--- src/rtl/i2s_rx_deserializer.sv ---
// I2S (Philips format) receiver. BCLK, LRCLK and SDATA are oversampled in the state_clk domain.
// Left and right words are deserialized, then presented together as one sample pair.
module i2s_rx_deserializer #(
  parameter int DATA_W      = 16,
  parameter int SYNC_STAGES = 2
) (
  input  logic              state_clk,
  input  logic              reset,
  input  logic              bclk,
  input  logic              lrclk,
  input  logic              sdata,
  output logic [DATA_W-1:0] audio_l,
  output logic [DATA_W-1:0] audio_r,
  output logic              sample_valid,
  output logic              lr_out,
  output logic              frame_err
);

  localparam int CNT_W = $clog2(DATA_W + 1);
  localparam logic [CNT_W-1:0] FULL = CNT_W'(DATA_W);

  logic [SYNC_STAGES-1:0] bclk_sync, lr_sync, sd_sync;
  logic                   bclk_s, lr_s, sd_s, bclk_d, rise;
  logic [DATA_W-1:0]      shreg, l_hold, word_n, word;
  logic [CNT_W-1:0]       bit_cnt, cnt_n;
  logic                   lr_prev, synced, l_fresh;

  assign bclk_s = bclk_sync[SYNC_STAGES-1];
  assign lr_s   = lr_sync[SYNC_STAGES-1];
  assign sd_s   = sd_sync[SYNC_STAGES-1];
  assign rise   = bclk_s & ~bclk_d;

  // NOTE: combinational blocks use blocking '=' with a default first so no latch is inferred.
  always_comb begin
    word_n = shreg;
    cnt_n  = bit_cnt;
    if (bit_cnt < FULL) begin
      word_n = {shreg[DATA_W-2:0], sd_s};
      cnt_n  = bit_cnt + CNT_W'(1);
    end
    // Left-justify short words; zeros fill the missing LSBs.
    word = word_n << (FULL - cnt_n);
  end

  // NOTE: every register here, including the holding registers, is reset; there is no RAM to exempt.
  always_ff @(posedge state_clk) begin
    if (!reset) begin
      bclk_sync    <= '0;
      lr_sync      <= '0;
      sd_sync      <= '0;
      bclk_d       <= 1'b0;
      shreg        <= '0;
      bit_cnt      <= '0;
      lr_prev      <= 1'b0;
      synced       <= 1'b0;
      l_hold       <= '0;
      l_fresh      <= 1'b0;
      audio_l      <= '0;
      audio_r      <= '0;
      sample_valid <= 1'b0;
      lr_out       <= 1'b0;
      frame_err    <= 1'b0;
    end else begin
      bclk_sync    <= {bclk_sync[SYNC_STAGES-2:0], bclk};
      lr_sync      <= {lr_sync[SYNC_STAGES-2:0], lrclk};
      sd_sync      <= {sd_sync[SYNC_STAGES-2:0], sdata};
      bclk_d       <= bclk_s;
      sample_valid <= 1'b0;
      frame_err    <= 1'b0;
      if (rise) begin
        shreg   <= word_n;
        bit_cnt <= cnt_n;
        // The bit at a channel-change rise is the LSB of the word that just ended.
        if (lr_s != lr_prev) begin
          bit_cnt <= '0;
          lr_prev <= lr_s;
          if (!synced) begin
            synced <= 1'b1;
          end else begin
            frame_err <= (cnt_n < FULL);
            if (!lr_prev) begin
              l_hold  <= word;
              l_fresh <= 1'b1;
              lr_out  <= 1'b0;
            end else if (l_fresh) begin
              audio_l      <= l_hold;
              audio_r      <= word;
              sample_valid <= 1'b1;
              lr_out       <= 1'b1;
              l_fresh      <= 1'b0;
            end
          end
        end
      end
    end
  end

endmodule

--- config.mk ---
export PLATFORM = sky130hd
export DESIGN_NAME = i2s_rx_deserializer
export DESIGN_NICKNAME = d
export VERILOG_FILES = /design/src/rtl/i2s_rx_deserializer.sv
export SDC_FILE = /design/constraint.sdc
export NUM_CORES = 1
export LEC_CHECK = 0
export CORE_ASPECT_RATIO = 0.8
export CORE_MARGIN = 3
export CORE_UTILIZATION = 51
export CTS_CLUSTER_DIAMETER = 120
export DETAILED_ROUTE_END_ITERATION = 8
export PLACE_DENSITY = 0.76
export SLEW_MARGIN = 20
export SYNTH_ARGS = -nofsm -noshare
export SYNTH_HDL_FRONTEND = slang
export SYNTH_SLANG_ARGS = --single-unit
--- constraint.sdc ---
create_clock -name state_clk -period 2.7 [get_ports state_clk]
set_input_delay 0.54 -clock state_clk [delete_from_list [all_inputs] [get_ports state_clk]]
set_output_delay 0.54 -clock state_clk [all_outputs]
set_load 0.005 [all_outputs]
* Yosys cells after proc, flatten, opt, wreduce, memory -nomap -nowiden *
Index checks and enable logic that the tools add are counted.

storage, ports and cells
  output and inout port bits = 35
  register bits after elaboration = 82
  word-level logic and storage cells = 39

cells by class
  reductions and logical operators = 7
  eq/ne operators = 2
  multiplexer cells = 7
  order comparisons = 2
  shift-type cells = 1
  bitwise logic cells = 3
  $add $sub $neg = 2

operators by type and width
  kind                                               number
  2-to-1 mux 16 bit                                  1
  << shifter 16 x 5 -> 16 bit                        1
  AND reduction 4 bit                                3
  less-than comparator 5 bit, second input constant  2
  2-to-1 mux 5 bit                                   2
  AND reduction 5 bit                                2
  adder 5 x 1 -> 5 bit, second input constant        1
  subtractor 5 bit, first input constant             1
  2-to-1 mux 1 bit                                   4
  AND reduction 3 bit                                1
  != test 2 x 1 -> 1 bit, second input constant      1
  inverter 1 bit                                     2
  AND reduction 2 bit                                1
  bitwise AND 1 bit                                  1
  != test 1 bit                                      1

* Logic depth before layout (Yosys ltp) *
  depth after elaboration = 4
  mapped depth = 12
  mapped depth without buffers = 10

* Least setup slack after synthesis *
Ideal clock, no wire load.

  path kind = register -> register
  from = reg bit_cnt[4]
  to = reg l_hold[12]
  required time = 2.618 ns
  arrival = 2.592 ns
  stages on the path, launching flop included = 13
  buffers on the path = 4
  clock period less this slack = 2.674 ns
  setup slack = 0.026 ns
  setup time = 0.082 ns
  cells stage by stage = dfxtp_1 buf_6 buf_6 buf_2 mux2i_1 ha_1 and3_1 ha_1 nor2b_1 nand2_1 or2_1 buf_6 o221ai_1

on the way
  longest elaborated chain between the ends = 4

RTL lines
  item                                                                       line    source
  start, declared                                                            25      logic [CNT_W-1:0] bit_cnt, cnt_n;
  start signal, assigned                                                     72      bit_cnt <= cnt_n;
  adder 5 x 1 -> 5 bit / less-than comparator 5 bit (equally long branches)  39, 37
  2-to-1 mux 5 bit                                                           37      if (bit_cnt < FULL) begin
  subtractor 5 bit                                                           42      word = word_n << (FULL - cnt_n);
  << shifter 16 x 5 -> 16 bit *                                              42
  end signal, assigned                                                       82      l_hold <= word;
  end, declared                                                              24      logic [DATA_W-1:0] shreg, l_hold, word_n, word;

Mark *: on every way between the ends. The rest lies on a longest branch, timed or not.
A chain may end at the register's enable or synchronous reset.

* Worst setup path in the final report *
  from = reg bit_cnt[4]
  to = reg audio_r[7]

on the way
  longest elaborated chain between the ends = 4

RTL lines
  item                                                                       line    source
  adder 5 x 1 -> 5 bit / less-than comparator 5 bit (equally long branches)  39, 37
  2-to-1 mux 5 bit                                                           37
  subtractor 5 bit                                                           42
  << shifter 16 x 5 -> 16 bit *                                              42
  end signal, assigned                                                       87      audio_r <= word;
  end, declared                                                              13      output logic [DATA_W-1:0] audio_r,

Marked as above.

==> results.md <==
* Row count at 27
* Nature of the critical path endpoint: flip-flop
* Worst VDD drop at between 0.0003 and 0.0004 V
* EDFF count, synth at 0
* Largest family of logic cells by synthesized area: simple AND/OR/NAND/NOR gates
* Num CTS Buffers at 9
* CP top delay family: multiplexers
* Clock-pin slew on the worst setup and hold paths at around 0.090 ns
* Sequential element share of the synthesized area at around 42%
* Worst r2r path cells at 7
* Ranking of synthesized cells by area: dfxtp_1, nand2_1, mux2i_1, a21boi_0, nor2b_1
* Die Area at around 0.009 mm^2
* Hold Crit Start: sd_sync[0]
* Clk_lat worst skew at between 0.3 and 0.4 ns
* Critical Path RT at 2.99 ns
* First-pass GRT wire length at 15.30 mm
* Crit Path Category: flip-flop to flip-flop
* Worst Tran Pin Value at ~0.61 ns
* Prevailing post-synth register cell: dfxtp_1
* Cell area after synthesis at 0.003907 mm^2
* Final Cycle Share at about 93%
* Root Driver: clkbuf_8
* Final WL at 8.918 mm
* H-tree levels at 3
* Slew HR at 59.20%
* Outcome: complete, no violations
* Synthesized-area fraction occupied by adder cells at less than 1%
* R2r endpoint: audio_r[7]
* Final ANT Viol Nets at 0
* Number of antenna violations at the first check in global routing at 0
* Yosys top cell area share at 42.01%
* Maxcap violations at 0
* Critical path arrival at approximately 2.8 ns
* Iteration-0 DRC Markers at 150
* Finished Cell Area at 0.004606 mm^2
* Die W at slightly above 100 um
* Asr flop ratio synth at 0%
* DR vias at between 3000 and 4000
* Area Overhead vs Synth at 17.87%
* Layout cells sized above 1 at about 13%
* CP max stage delay at between 0.5 and 0.6 ns
* YS warnings at 0
* Post-DP HPWL at around 6.3 mm
* Clk_skew at approximately 0.013 ns
* Fin crit period at around 2.5 ns
* Nets at approximately 480
* Worst Path Buf+Inv at 1
* CTS tree: built
* Largest net degree at the start of global routing at 42
* Number of hold violations in the final report at 0
* Synth area leader: dfxtp_1
* Setup TNS at 0 ns
* Port buffer count at 39
* Hold path endpoint: sd_sync[1]
* Synthesized instance count at 428
* Yosys reg bits at 82
* Initial core utilization at 54.56%
* Synth Area in XOR/XNOR at approximately 3.6%
* Startpoint types: flip-flop
* Hold path depth at 1
* CP most frequent cell: mux2i_1
* Total leakage power at between 1.5 and 2 nW
* Hold WC Path Type: flip-flop to flip-flop
* Antenna cells at 0
* 1st-pass router iterations at 4
* Hold-fix buffers, CTS at 0
* PwrDens at between 400 and 500 mW/mm^2
* Critical-path maximum fanout at 23
* Routability congestion estimate at around 0.84
* Hold Slack at between 0.4 and 0.5 ns
* Mux contribution to synthesized area at 11.56%
* GR Overflow Total at 0
* Yosys cell types at 50
* DRC at 0
* Syn Nets at 436
* Slowest stage cell, crit path: dfxtp_1
* Post-Synth Simple-Gate Area at around a fifth
* Average size of a mapped cell at a little over 9 um^2
* # IOs at 40
* Clk buf depth at 2
* Core region area at ~0.007 mm^2
* Commonest non-fill, non-tap cell in the layout: nand2_1
* Number of global-route vias before repair at just over 3000
* Seq. cell area at 0.001643 mm^2
* Clk sinks at between 80 and 90
* Commonest non-fill, non-tap cells in the layout: nand2_1, dfxtp_1, clkdlybuf4s50_1, mux2i_1, a21boi_0
* Multi-input gate area at around 0.0021 mm^2
* Placed Area at between 0.004 and 0.005 mm^2
* Fill cells at 600
* Final setup viols at 0
* Max-slew violations at 0
* DR WL/cell at ~16 um
* Worst reg2reg setup slack at approximately 0.18 ns
* Via density at approximately 5.5
* Achievable frequency at 396.9 MHz
* Post-synthesis compound-gate area fraction at a little under a fifth
* Crit Reg-Reg Startpoint: bit_cnt[4]
* Global Route Usage Sum at around a fifth
* Chip height at around 84 um
* Cells along the critical path: buf_4, mux2_2, mux2i_1, mux2i_1, mux2i_1, o21ai_1, and2_1
==> worst max-delay path by stage <==
stage	from	end	cells after the start	slack (ns)
CTS	bit_cnt[1]	l_hold[11]	9	0.13
detailed placement	bit_cnt[1]	audio_r[7]	9	-0.003
global route	bit_cnt[1]	audio_r[10]	10	-0.003
finish	bit_cnt[4]	audio_r[7]	7	0.18
floorplan	bit_cnt[4]	l_hold[12]	12	0.03
global placement	bit_cnt[1]	audio_r[7]	9	0.08
==> layout make-up <==
type	count	share of cell area, %
clock buffer	10	2.988
clock inverter	6	1.087
inverter	2	0.1630
multi-input combinational	316	45.94
sequential	82	35.67
tap	101	2.744
timing repair buffer	57	11.41
==> through the flow <==
| stage | cells | setup slack [ns] | utilization (%) | total power [mW] |
|---|---|---|---|---|
| floorplan | 428 | 0.02564 | - | 1.350 |
| global placement | 553 | 0.07800 | 60.97 | 1.379 |
| detailed placement | 553 | -0.002846 | 60.97 | 1.380 |
| CTS | 573 | 0.1300 | 64.01 | 2.222 |
| global route | 574 | -0.002752 | 64.31 | 2.296 |
| finish | 574 | 0.1803 | 64.31 | 2.211 |
==> routing by layer <==
metal / vias to the layer above / GRT usage [%] / part of all wire [%] / wire length (um)
met4: 0 / 6.643 / 0.98 / 87
met5: - / 0 / 0 / 0
met2: 73 / 32.45 / 44 / 3925
li1: 1560 / - / - / -
met3: 12 / 5.611 / 5.7 / 507
met1: 1512 / 29.44 / 49 / 4397
==> flip-flops by register name (all words and copies together), names as in the netlist, 2 cells and up <==
signal and cells:
audio_l 16, audio_r 16, l_hold 16, shreg 16
bit_cnt 5, bclk_sync 2, lr_sync 2, sd_sync 2
==> logic make-up after synthesis <==
kind of cell    after synthesis
compound gates              101
xor+xnor                     10
fa+ha+maj                     3
buf+inv                      30
flops                        82
mux                          43
simple gates                159
==> repair_timing <==
item,CTS,global route
buffers inserted,4,1
pin swaps,1,1
endpoints found under the setup margin,1,23
resized for setup,0,4
==> power by group <==
group          switching, mW  total, mW  internal [mW]
Combinational         0.0782      0.139         0.0611
Clock                  0.482      0.852          0.370
Sequential           0.00523       1.22           1.21
==> cells in the mapped netlist, drive strengths merged, types with 3 or more instances <==
| library cell | count |
|---|---|
| nand2 | 91 |
| dfxtp | 82 |
| a21boi | 33 |
| mux2i | 32 |
| o21ai | 25 |
| clkbuf | 16 |
| nor2b | 16 |
| and2 | 15 |
| buf | 12 |
| a22oi | 11 |
| mux2 | 11 |
| nor2 | 11 |
| o221ai | 8 |
| nor3 | 7 |
| a21oi | 6 |
| xnor2 | 6 |
| a22o | 4 |
| and3 | 4 |
| xor2 | 4 |
| a211oi | 3 |
| ha | 3 |
| nand3 | 3 |
| nand3b | 3 |
| nor3b | 3 |
| o22ai | 3 |
Power figures use the tool's default switching activity.
